$ cat src/rtl/wb_pkg.sv
// ============================================================================
// Module   : wb_pkg
// Brief    : Shared types for the MEM/WB write-back stage.
// Revision : 1.0
// ============================================================================
`default_nettype none

package wb_pkg;

    typedef enum logic [1:0] {
        WB_ALU = 2'd0,
        WB_MEM = 2'd1,
        WB_PC4 = 2'd2,
        WB_IMM = 2'd3
    } wb_src_e;

    typedef enum logic [1:0] {
        SZ_B = 2'd0,
        SZ_H = 2'd1,
        SZ_W = 2'd2,
        SZ_D = 2'd3
    } mem_size_e;

endpackage : wb_pkg

`default_nettype wire

$ cat src/rtl/wb_load_align.sv
// ============================================================================
// Module   : wb_load_align
// Brief    : Combinational load lane extraction and sign/zero extension.
// Revision : 1.0
// ============================================================================
`default_nettype none

module wb_load_align
    import wb_pkg::*;
#(
    parameter int XLEN  = 64,
    parameter int OFF_W = $clog2(XLEN / 8)
) (
    input  logic [XLEN-1:0]  raw_i,
    input  logic [OFF_W-1:0] off_i,
    input  mem_size_e        size_i,
    input  logic             unsigned_i,
    output logic [XLEN-1:0]  data_o
);

    // Work at 64 bits throughout; for XLEN=32 the upper half is discarded,
    // which also makes size D collapse onto the word result.
    logic [63:0] w_raw;
    logic [2:0]  w_off;
    logic [2:0]  w_off_al;
    logic [63:0] w_lane;
    logic [63:0] w_ext;

    assign w_raw = 64'(raw_i);
    assign w_off = 3'(off_i);

    always_comb begin
        w_off_al = w_off;
        w_lane   = '0;
        w_ext    = w_raw;
        unique case (size_i)
            SZ_B:       w_off_al = w_off;
            SZ_H:       w_off_al = {w_off[2:1], 1'b0};
            SZ_W, SZ_D: w_off_al = {w_off[2], 2'b00};
        endcase
        w_lane = w_raw >> {w_off_al, 3'b000};
        unique case (size_i)
            SZ_B: w_ext = {{56{~unsigned_i & w_lane[7]}},  w_lane[7:0]};
            SZ_H: w_ext = {{48{~unsigned_i & w_lane[15]}}, w_lane[15:0]};
            SZ_W: w_ext = {{32{~unsigned_i & w_lane[31]}}, w_lane[31:0]};
            SZ_D: w_ext = w_raw;
        endcase
    end

    assign data_o = w_ext[XLEN-1:0];

endmodule : wb_load_align

`default_nettype wire

$ cat src/rtl/wb_stage_pipe.sv
// ============================================================================
// Module   : wb_stage_pipe
// Brief    : Registered MEM/WB stage: valid/ready capture, 4-way write-back
//            source select, load extension, register-file write port.
// Options  : WB_RETIRE_CNT_EN - enables the 64-bit retired-instruction counter.
// Revision : 1.0
// ============================================================================
`default_nettype none

module wb_stage_pipe
    import wb_pkg::*;
#(
    parameter int XLEN      = 64,
    parameter int REGADDR_W = 5
) (
    input  logic                 clk,
    input  logic                 rst_n,
    input  logic                 in_valid,
    output logic                 in_ready,
    input  logic                 stall_i,
    input  logic                 flush_i,
    input  logic                 regwrite_i,
    input  wb_src_e              wb_src_i,
    input  mem_size_e            mem_size_i,
    input  logic                 mem_unsigned_i,
    input  logic [REGADDR_W-1:0] rd_i,
    input  logic [XLEN-1:0]      alu_result_i,
    input  logic [XLEN-1:0]      read_data_i,
    input  logic [XLEN-1:0]      pc_plus4_i,
    input  logic [XLEN-1:0]      imm_i,
    output logic                 rf_we_o,
    output logic [REGADDR_W-1:0] rf_waddr_o,
    output logic [XLEN-1:0]      rf_wdata_o,
    output logic                 fwd_valid_o,
    output logic [63:0]          retire_cnt_o
);

    localparam int OFF_W = $clog2(XLEN / 8);

    logic                 r_valid;
    logic                 r_regwrite;
    logic                 r_mem_unsigned;
    wb_src_e              r_wb_src;
    mem_size_e            r_mem_size;
    logic [REGADDR_W-1:0] r_rd;
    logic [XLEN-1:0]      r_alu;
    logic [XLEN-1:0]      r_read_data;
    logic [XLEN-1:0]      r_pc4;
    logic [XLEN-1:0]      r_imm;

    logic [XLEN-1:0]      w_load_data;
    logic [XLEN-1:0]      w_wdata;

    // Stall outranks flush so an entry already held is never cancelled.
    always_ff @(posedge clk or negedge rst_n) begin
        if (!rst_n) begin
            r_valid        <= 1'b0;
            r_regwrite     <= 1'b0;
            r_mem_unsigned <= 1'b0;
            r_wb_src       <= WB_ALU;
            r_mem_size     <= SZ_B;
            r_rd           <= '0;
            r_alu          <= '0;
            r_read_data    <= '0;
            r_pc4          <= '0;
            r_imm          <= '0;
        end else if (stall_i) begin
            r_valid <= r_valid;
        end else if (flush_i) begin
            r_valid <= 1'b0;
        end else if (in_valid) begin
            r_valid        <= 1'b1;
            r_regwrite     <= regwrite_i;
            r_mem_unsigned <= mem_unsigned_i;
            r_wb_src       <= wb_src_i;
            r_mem_size     <= mem_size_i;
            r_rd           <= rd_i;
            r_alu          <= alu_result_i;
            r_read_data    <= read_data_i;
            r_pc4          <= pc_plus4_i;
            r_imm          <= imm_i;
        end else begin
            r_valid <= 1'b0;
        end
    end

    wb_load_align #(
        .XLEN  (XLEN),
        .OFF_W (OFF_W)
    ) u_load_align (
        .raw_i      (r_read_data),
        .off_i      (r_alu[OFF_W-1:0]),
        .size_i     (r_mem_size),
        .unsigned_i (r_mem_unsigned),
        .data_o     (w_load_data)
    );

    always_comb begin
        w_wdata = r_alu;
        unique case (r_wb_src)
            WB_ALU: w_wdata = r_alu;
            WB_MEM: w_wdata = w_load_data;
            WB_PC4: w_wdata = r_pc4;
            WB_IMM: w_wdata = r_imm;
        endcase
    end

    // Gating with the live stall makes a held entry write once, on release.
    assign rf_we_o     = r_valid & r_regwrite & (r_rd != '0) & ~stall_i;
    assign rf_waddr_o  = r_rd;
    assign rf_wdata_o  = w_wdata;
    assign fwd_valid_o = rf_we_o;
    assign in_ready    = ~stall_i;

`ifdef WB_RETIRE_CNT_EN
    logic [63:0] r_retire_cnt;

    always_ff @(posedge clk or negedge rst_n) begin
        if (!rst_n) begin
            r_retire_cnt <= '0;
        end else if (r_valid && !stall_i) begin
            r_retire_cnt <= r_retire_cnt + 64'd1;
        end
    end

    assign retire_cnt_o = r_retire_cnt;
`else
    assign retire_cnt_o = '0;
`endif

endmodule : wb_stage_pipe

`default_nettype wire

$ cat config.mk
export PLATFORM = sky130hd
export DESIGN_NAME = wb_stage_pipe
export DESIGN_NICKNAME = d
export VERILOG_FILES = /design/src/rtl/wb_pkg.sv /design/src/rtl/wb_load_align.sv /design/src/rtl/wb_stage_pipe.sv
export SDC_FILE = /design/constraint.sdc
export NUM_CORES = 1
export LEC_CHECK = 0
export CORE_MARGIN = 10
export CORE_UTILIZATION = 49
export DETAILED_ROUTE_END_ITERATION = 12
export GPL_ROUTABILITY_DRIVEN = 0
export HOLD_SLACK_MARGIN = 0.12
export PLACE_DENSITY_LB_ADDON = 0.05
export SLEW_MARGIN = 20
export SYNTH_ARGS = -nofsm -noshare
export SYNTH_HDL_FRONTEND = slang
export SYNTH_HIERARCHICAL = 1
export SYNTH_SLANG_ARGS = --single-unit
export TNS_END_PERCENT = 10
$ cat constraint.sdc
create_clock -name clk -period 4 [get_ports clk]
set_clock_uncertainty 0.2 [all_clocks]
set_input_delay 0.8 -clock clk [delete_from_list [all_inputs] [get_ports clk]]
set_output_delay 0.8 -clock clk [all_outputs]
set_load 0.03 [all_outputs]
**Word-level counts from Yosys, hierarchy flattened**

Index checks and enable logic that the tools add are counted.
W data, S select, Z words.

- Eq/ne operators: 6
- Shift-type cells: 1
- Multiplexer cells: 5
- Bitwise gates (word level): 9
- Reduce and logical (&&, ||, !) cells: 5

Operator list:

| operator | number |
|---|---|
| $pmux W64 S4 | 2 |
| $shr A64 B6 Y32 | 1 |
| $pmux W3 S3 | 1 |
| $eq A2 B2 Y1 const B | 4 |
| $and A1 B1 Y1 | 6 |
| $reduce_bool A5 Y1 | 1 |
| $eq A2 B1 Y1 const B | 2 |
| $logic_not A2 Y1 | 2 |
| $not A1 Y1 | 3 |
| $reduce_and A3 Y1 | 1 |
| $mux W1 | 2 |
| $reduce_or A2 Y1 | 1 |

- Flip-flop bits (word level): 268
- Input port bits: 272
- Output and inout port bits: 136
- Logic and storage cells: 36

**Longest topological paths before layout**

Gate-level depths: netlist of the first run.

- Word-level depth: 7
- Gate-level depth with buffers: 9

**By module**

Netlist of the first run, hierarchy kept.

By module, submodules not included:

| module | times used | cells an instance | area an instance (um^2) | seq. area each (um^2) |
|---|---|---|---|---|
| wb_stage_pipe | 1 | 713 | 12,034.0 | 6,706.4 |
| wb_load_align | 1 | 327 | 2,203.4 | 0.0 |

**Least setup slack after synthesis of the first run**

Ideal clock, no wire load.

- Path type: reg2out
- Start point: reg r_mem_size[1]
- End point: out rf_wdata_o[37]
- Data arrival time: 2,491 ps
- Data required time: 3,000 ps
- Setup slack: 509 ps
- Stages on the path, launching flop included: 10
- Buffers on the path: 3
- Cell sequence: dfrtp_1 -> or4b_1 -> buf_2 -> nor2_2 -> a2111oi_4 -> o32ai_2 -> buf_4 -> buf_4 -> nor3_1 -> mux4_2

- Longest elaborated chain between the ends: 7
- Elaborated cells between the ends (all ways): 12
- Classes of those cells: 3 x eq/ne; 1 x shift; 3 x mux; 3 x bitwise; 2 x reduce/logical

Ends and longest elaborated chain:

| item | line | source |
|---|---|---|
| start: declaration | wb_stage_pipe.sv:44 | `mem_size_e r_mem_size;` |
| start signal: assignment | wb_stage_pipe.sv:76 | `r_mem_size <= mem_size_i;` |
| $eq A2 B2 Y1 | wb_load_align.sv:36, wb_load_align.sv:42 |  |
| $reduce_or A2 Y1 | wb_load_align.sv:36 | `unique case (size_i)` |
| $pmux W3 S3 | wb_load_align.sv:36 |  |
| $shr A64 B6 Y32 | wb_load_align.sv:41 | `w_lane = w_raw >> {w_off_al, 3'b000};` |
| $and A1 B1 Y1 (on tied branches) | wb_load_align.sv:45, wb_load_align.sv:43, wb_load_align.sv:44 |  |
| $pmux W64 S4 (*) | wb_load_align.sv:42 | `unique case (size_i)` |
| named net w_load_data[37] | wb_stage_pipe.sv:51 | `logic [XLEN-1:0] w_load_data;` |
| $pmux W64 S4 (*) | wb_stage_pipe.sv:100 | `unique case (r_wb_src)` |
| end: declaration | wb_stage_pipe.sv:33 | `output logic [XLEN-1:0] rf_wdata_o,` |

The timed path passes the listed nets; every way through them passes the cells marked *. The select of a mux whose other input is x is not followed.

**Final worst setup path of the first run**

- Start point: reg r_mem_size[0]
- End point: out rf_wdata_o[27]

- Longest elaborated chain between the ends: 7
- Elaborated cells between the ends (all ways): 11
- Classes of those cells: 3 x eq/ne; 1 x shift; 3 x mux; 2 x bitwise; 2 x reduce/logical

Ends and longest elaborated chain:

| item | line |
|---|---|
| $eq A2 B2 Y1 | wb_load_align.sv:36, wb_load_align.sv:42 |
| $reduce_or A2 Y1 | wb_load_align.sv:36 |
| $pmux W3 S3 | wb_load_align.sv:36 |
| $shr A64 B6 Y32 | wb_load_align.sv:41 |
| $and A1 B1 Y1 (on tied branches) | wb_load_align.sv:44, wb_load_align.sv:43 |
| $pmux W64 S4 (*) | wb_load_align.sv:42 |
| named net w_load_data[27] | wb_stage_pipe.sv:51 |
| $pmux W64 S4 (*) | wb_stage_pipe.sv:100 |

Marked as above.

==> flow_metrics.tcl, run 1 <==
set metrics [dict create \
    status "finished, violations left" \
    violations "negative setup slack" \
    start_util 0.496 \
    synth.distinct_cells 46 \
    track_usage 0.240 \
    async_reset_ff_frac 1.00 \
    synth_common_cells "268 x dfrtp_1, 267 x mux2_2, 78 x mux4_2" \
    root_buffer "clkbuf_16" \
    synth.avg_cell_area_um2 13.7 \
    worstPathArrival_ns 3.31 \
    synth_ff_type "dfrtp_1" \
    place_ws_ns -0.0778 \
    crit_path_max_incr_delay_ns 0.43 \
    grt_pass1_wl_um 67700 \
    yosysSeqAreaShare 0.471 \
    register_area_um2 6720 \
    die_h_um 190 \
    cp_max_fo 11 \
    final-hold-violation-count 0 \
    fin_crit_ns 4.31 \
    vias_per_cell 5.69 \
    critPathKind "flop to output pin" \
    drive_gt1_frac 0.418 \
    worstMarginPinSlew_ns 0.661 \
    period_share 1.08 \
    slew-limit-headroom 0.558 \
    drv_slew 0 \
    fin_nets 1673 \
    grt_max_degree 83 \
    synth-edff-count 0 \
    wirelength_um 45300 \
    drc 0 \
    hold_path_class "flop to flop" \
    core_um2 28700 \
    crit_path_end_kind "output pin" \
    leakagePower_nw 7.94 \
    dp_hpwl_um 33400 \
    crit_chain "buf_4, buf_4, and3b_1, a211oi_2, a211oi_2, nor4_4, buf_4, buf_12, buf_16, a311oi_1, mux4_2, buf_6" \
    yosysWarnings 6 \
    drt_iter0_drc 692 \
    required_ns 3.00 \
    die-width_um 190 \
    firstDrtPassIters 7 \
    start_kind "flop" \
    fp-row-count 62 \
    cts_made_buffers 29 \
    io_pins 408 \
    cts.path.max_buffers 3 \
    cellPowerDensity_nw_per_um2 561 \
    syn_area_um2 14200 \
    cp_common_cell "buf_4" \
    max_freq_mhz 232 \
    clk_latency_ns 0.56 \
    grt_pass1_vias 11100 \
    post-synth-top-area-cell "dfrtp_1" \
    grt-ovfl-total 0 \
    num_vias 10300 \
    floorplan.die_area_um2 36300 \
    clock_sinks 268 \
    post-synth-top-count-cell "dfrtp_1" \
    syn_inst 1040 \
    tns_ns -13.38 \
    synthTopCellsByArea "dfrtp_1 47%, mux2_2 21%, mux4_2 12%, buf_4 4.1%, buf_6 1.7%" \
    cts_tree "yes" \
    grt_antenna_before_repair 7 \
    h-tree-depth 1 \
    setup_ws_ns -0.308 \
    rsz0062_at_grt "yes" \
    path_clk_slew_ns 0.06 \
    areaGrowthSynthToFinish_pct 37.4 \
    critPathSlowestCell "dfrtp_2" \
    maxCapViolCount 0 \
    yosys.area.top_type_share 0.471 \
    finalSetupViolations 63 \
    num-fill-cells 2094 \
    multi_input_area_um2 6950 \
    ys_ff_latch 268 \
    vdd_drop_max_mv 0.386 \
    wl_per_cell_um 25.0 \
    io_buffers 343 \
    ant_nets 0 \
]
-- layout make-up --
| type | instances | share of cell area |
|---|---|---|
| Antenna cell | 5 | 0.000640 |
| Clock buffer | 43 | 0.0449 |
| Clock inverter | 10 | 0.00672 |
| Inverter | 7 | 0.00134 |
| Multi-Input combinational cell | 677 | 0.355 |
| Sequential cell | 268 | 0.343 |
| Tap cell | 384 | 0.0246 |
| Timing Repair Buffer | 418 | 0.224 |
-- cell families after synthesis --
| logic type | Yosys count | share of synthesized area |
|---|---|---|
| AND/OR/NAND/NOR | 123 | 0.0459 |
| multiplexers | 353 | 0.340 |
| buffers and inverters | 158 | 0.0759 |
| other | 1 | 0.000263 |
| AO/OA/AOI/OAI | 137 | 0.0667 |
| flip-flops | 268 | 0.471 |
-- metrics by stage --
step | area, µm² | hold slack, ns | instances | utilization | total power [W]
final | 19600 | 0.290 | 1812 | 0.682 | 0.0110
after CTS | 19400 | 0.291 | 1800 | 0.675 | 0.0109
after global routing | 19600 | 0.311 | 1810 | 0.681 | 0.0115
after floorplan | 14500 | 0.254 | 1103 | - | 0.00615
after global placement | 17800 | 0.275 | 1730 | 0.619 | 0.00762
after detailed placement | 17800 | 0.277 | 1730 | 0.619 | 0.00768
-- placed cells by master (no fill, tap or decap), drive strengths merged, types with 8 or more instances in the layout --
| cell | Yosys | layout |
|---|---|---|
| a211oi | 13 | 13 |
| a21o | 15 | 15 |
| a21oi | 35 | 35 |
| a311oi | 15 | 15 |
| buf | 129 | 133 |
| clkbuf | 21 | 45 |
| clkdlybuf4s50 | 0 | 278 |
| conb | 1 | 64 |
| dfrtp | 268 | 268 |
| inv | 7 | 8 |
| mux2 | 267 | 267 |
| mux2i | 8 | 8 |
| mux4 | 78 | 78 |
| nand2 | 39 | 39 |
| nor2 | 16 | 16 |
| nor2b | 10 | 10 |
| nor3 | 35 | 35 |
| nor3b | 9 | 9 |
| o21ai | 34 | 34 |
-- flip-flops by register name (all words and copies together), names as in the netlist --
register / flops
rf_waddr_o: 5
r_read_data: 64
r_mem_unsigned: 1
r_alu: 64
r_regwrite: 1
r_valid: 1
r_pc4: 64
r_imm: 64
r_wb_src: 2
r_mem_size: 2
-- timing repair --
| item | CTS | global route |
|---|---|---|
| gates cloned | 6 | 2 |
| setup buffers | 11 | 6 |
| gates resized for setup | 146 | 26 |
| hold buffers | 1 | 0 |
| hold endpoints to repair | 47 | 0 |
| pin swaps | 11 | 9 |
| endpoints found under the setup margin | 64 | 64 |
-- worst paths after layout --
path | start | endpoint | slack, ns | cells after the start
min in group asynchronous | rst_n | r_alu[4] | 0.59 | 2
max in group asynchronous | rst_n | r_pc4[29] | 2.20 | 3
setup reg to reg | r_mem_size[0] | r_mem_size[0] | 2.43 | 4
hold / removal | r_valid | r_valid | 0.29 | 1
setup / recovery | r_mem_size[0] | rf_wdata_o[27] | -0.31 | 12
hold reg to reg | r_valid | r_valid | 0.29 | 1
-- metal layers --
metal | share of wire | wire (µm) | vias to the layer above | GRT usage
li1 | - | - | 4515 | -
met1 | 0.39 | 17500 | 5246 | 0.292
met2 | 0.49 | 22200 | 455 | 0.400
met3 | 0.097 | 4410 | 84 | 0.0775
met4 | 0.025 | 1120 | 6 | 0.0694
met5 | 0.00077 | 35 | - | 0
-- critical path, delay by kind of cell (launching register included) --
kind                   cells  cell delay [ns]
DFF                        1             0.43
and+or+nand+nor            2             0.31
AOI/OAI and AO/OA          3             0.77
muxes                      1             0.32
buffers and inverters      6             0.92
-- power by group --
group	total, W	switching, W	internal, W
Clock	0.00280	0.00110	0.00170
Combinational	0.00447	0.00221	0.00226
Sequential	0.00370	0.000471	0.00323
Total	0.0110	0.00378	0.00719
Power figures use the tool's default switching activity.
==> run 2: changes to the inputs <==
--- a/config.mk
+++ b/config.mk
@@ -6,11 +6,12 @@
 export NUM_CORES = 1
 export LEC_CHECK = 0
 export CORE_MARGIN = 10
-export CORE_UTILIZATION = 49
+export CORE_UTILIZATION = 40
+export CTS_CLUSTER_SIZE = 10
 export DETAILED_ROUTE_END_ITERATION = 12
 export GPL_ROUTABILITY_DRIVEN = 0
 export HOLD_SLACK_MARGIN = 0.12
-export PLACE_DENSITY_LB_ADDON = 0.05
+export PLACE_DENSITY_LB_ADDON = 0.15
 export SLEW_MARGIN = 20
 export SYNTH_ARGS = -nofsm -noshare
 export SYNTH_HDL_FRONTEND = slang
==> run 2 against run 1 <==
  * The flow still finishes with violations (negative setup slack)
  * Sequential power is essentially flat
  * Clock power shrank 11%
  * Cell count grew 4.2%
  * Sequential share of layout area grew 0.10 points
  * Register-to-register slack lost 0.13 ns
  * Flip-flop and latch count is the same
  * Critical path type unchanged
  * Critical endpoint is now rf_wdata_o[26]
  * Largest cell class unchanged
  * Largest power group unchanged
==> flow_metrics.tcl, run 2 (synthesis results as in run 1) <==
set metrics [dict create \
    status "finished, violations left" \
    violations "negative setup slack" \
    final_cell_area_um2 19500 \
    multi_input_area_um2 7060 \
    fin_crit_ns 4.28 \
    track_usage 0.205 \
    crit_path_start "r_mem_size[0]" \
    rsz0062_at_grt "yes" \
    cellPowerDensity_nw_per_um2 547 \
    core_um2 35300 \
    cts.path.max_buffers 3 \
    grt_max_degree 102 \
    slew-limit-headroom 0.523 \
    worstMarginPinSlew_ns 0.715 \
    num-fill-cells 3017 \
    fp-row-count 69 \
    io_buffers 343 \
    hold_path_class "flop to flop" \
    clock_sinks 268 \
    leakagePower_nw 7.86 \
    register_area_um2 6720 \
    die-width_um 209 \
    grt_pass1_vias 11000 \
    ant_nets 0 \
    die_h_um 209 \
    start_kind "flop" \
    use_met3 0.0720 \
    top_usage_layer "met2" \
    h-tree-depth 1 \
    path_clk_slew_ns 0.06 \
    period_share 1.07 \
    grt_antenna_before_repair 19 \
    firstDrtPassIters 5 \
    setup_ws_ns -0.282 \
    fin_nets 1681 \
    drt_iter0_drc 625 \
    wirelength_um 46800 \
    dpl-instance-area_um2 17900 \
    layout_commonest_cell "clkdlybuf4s50_1" \
    cts_made_buffers 31 \
    critPathKind "flop to output pin" \
    vdd_drop_max_mv 0.385 \
    mostFrequentLayoutCells "278 x clkdlybuf4s50_1, 267 x mux2_2, 265 x dfrtp_1" \
    cp_max_fo 6 \
    num_vias 10200 \
    use_met1 0.252 \
    clk_latency_ns 0.56 \
    crit_path_end_kind "output pin" \
    start_util 0.403 \
    vias_per_cell 5.41 \
    root_buffer "clkbuf_16" \
    drive_gt1_frac 0.421 \
    hold_start "r_valid" \
    maxCapViolCount 0 \
    grt_pass1_wl_um 69800 \
    final-hold-violation-count 0 \
    floorplan.die_area_um2 43500 \
    areaGrowthSynthToFinish_pct 37.0 \
    dp_hpwl_um 35200 \
    wl_per_cell_um 24.8 \
    hold_slack_ns 0.286 \
    required_ns 3.00 \
    gr-usage-met2 0.343 \
    io_pins 408 \
    finalSetupViolations 64 \
    cts_tree "yes" \
    max_freq_mhz 234 \
    grt-ovfl-total 0 \
    worstPathArrival_ns 3.28 \
    r2r_start "r_wb_src[0]" \
    drv_slew 0 \
    drc 0 \
]
[run 2: stage by stage]
step,instances,setup WS [ns],TNS (ns),power [W],utilization
5_1_grt,1884,-0.351,-18.52,0.0112,0.552
4_1_cts,1874,-0.330,-15.34,0.0106,0.543
3_5_place_dp,1825,-0.247,-0.778,0.00778,0.508
3_3_place_gp,1825,-0.194,-0.582,0.00774,0.508
2_1_floorplan,1103,0.509,0,0.00615,-
6_report,1888,-0.282,-13.04,0.0107,0.552
[run 2: area by class of cell]
class,instances,share of cell area
Tap cell,461,0.0296
Clock inverter,1,0.000449
Clock buffer,42,0.0429
Inverter,7,0.00135
Sequential cell,268,0.344
Timing Repair Buffer,424,0.219
Multi-Input combinational cell,677,0.362
Antenna cell,8,0.00103
[run 2: worst paths after layout]
kind	endpoint	slack (ns)	cells past startpoint
setup / recovery	rf_wdata_o[26]	-0.28	10
hold / removal	r_valid	0.29	1
setup reg to reg	r_wb_src[0]	2.30	2
hold reg to reg	r_valid	0.29	1
max in group asynchronous	r_alu[24]	2.14	3
min in group asynchronous	r_imm[7]	0.63	2
[run 2: layer usage]
metal  share of wire  wire length, µm
met4           0.018              840
met2            0.49            23100
met5          0.0027              128
met1            0.40            18800
met3           0.085             4000
[run 2: critical path, stage by stage, from the launching register on]
cell	delay (ns)
dfrtp_2	0.42
or4b_4	0.63
o21ai_4	0.20
a211oi_4	0.06
nor4_4	0.24
buf_4	0.17
buf_12	0.13
clkbuf_16	0.15
a311oi_1	0.07
mux4_2	0.50
buf_6	0.16
[run 2: timing repair]
action	CTS	global route
pin swaps	8	9
setup endpoints to repair	64	64
gates cloned	0	4
endpoints found under the hold margin	76	0
resized for setup	139	53
buffers inserted	5	3
hold buffers	1	0
[run 2: power breakdown]
part           leakage (nW)  internal (W)  switching [W]  total, W
clock network         0.412       0.00142        0.00106   0.00249
logic                  4.28       0.00224        0.00222   0.00446
registers              3.17       0.00323       0.000487   0.00372
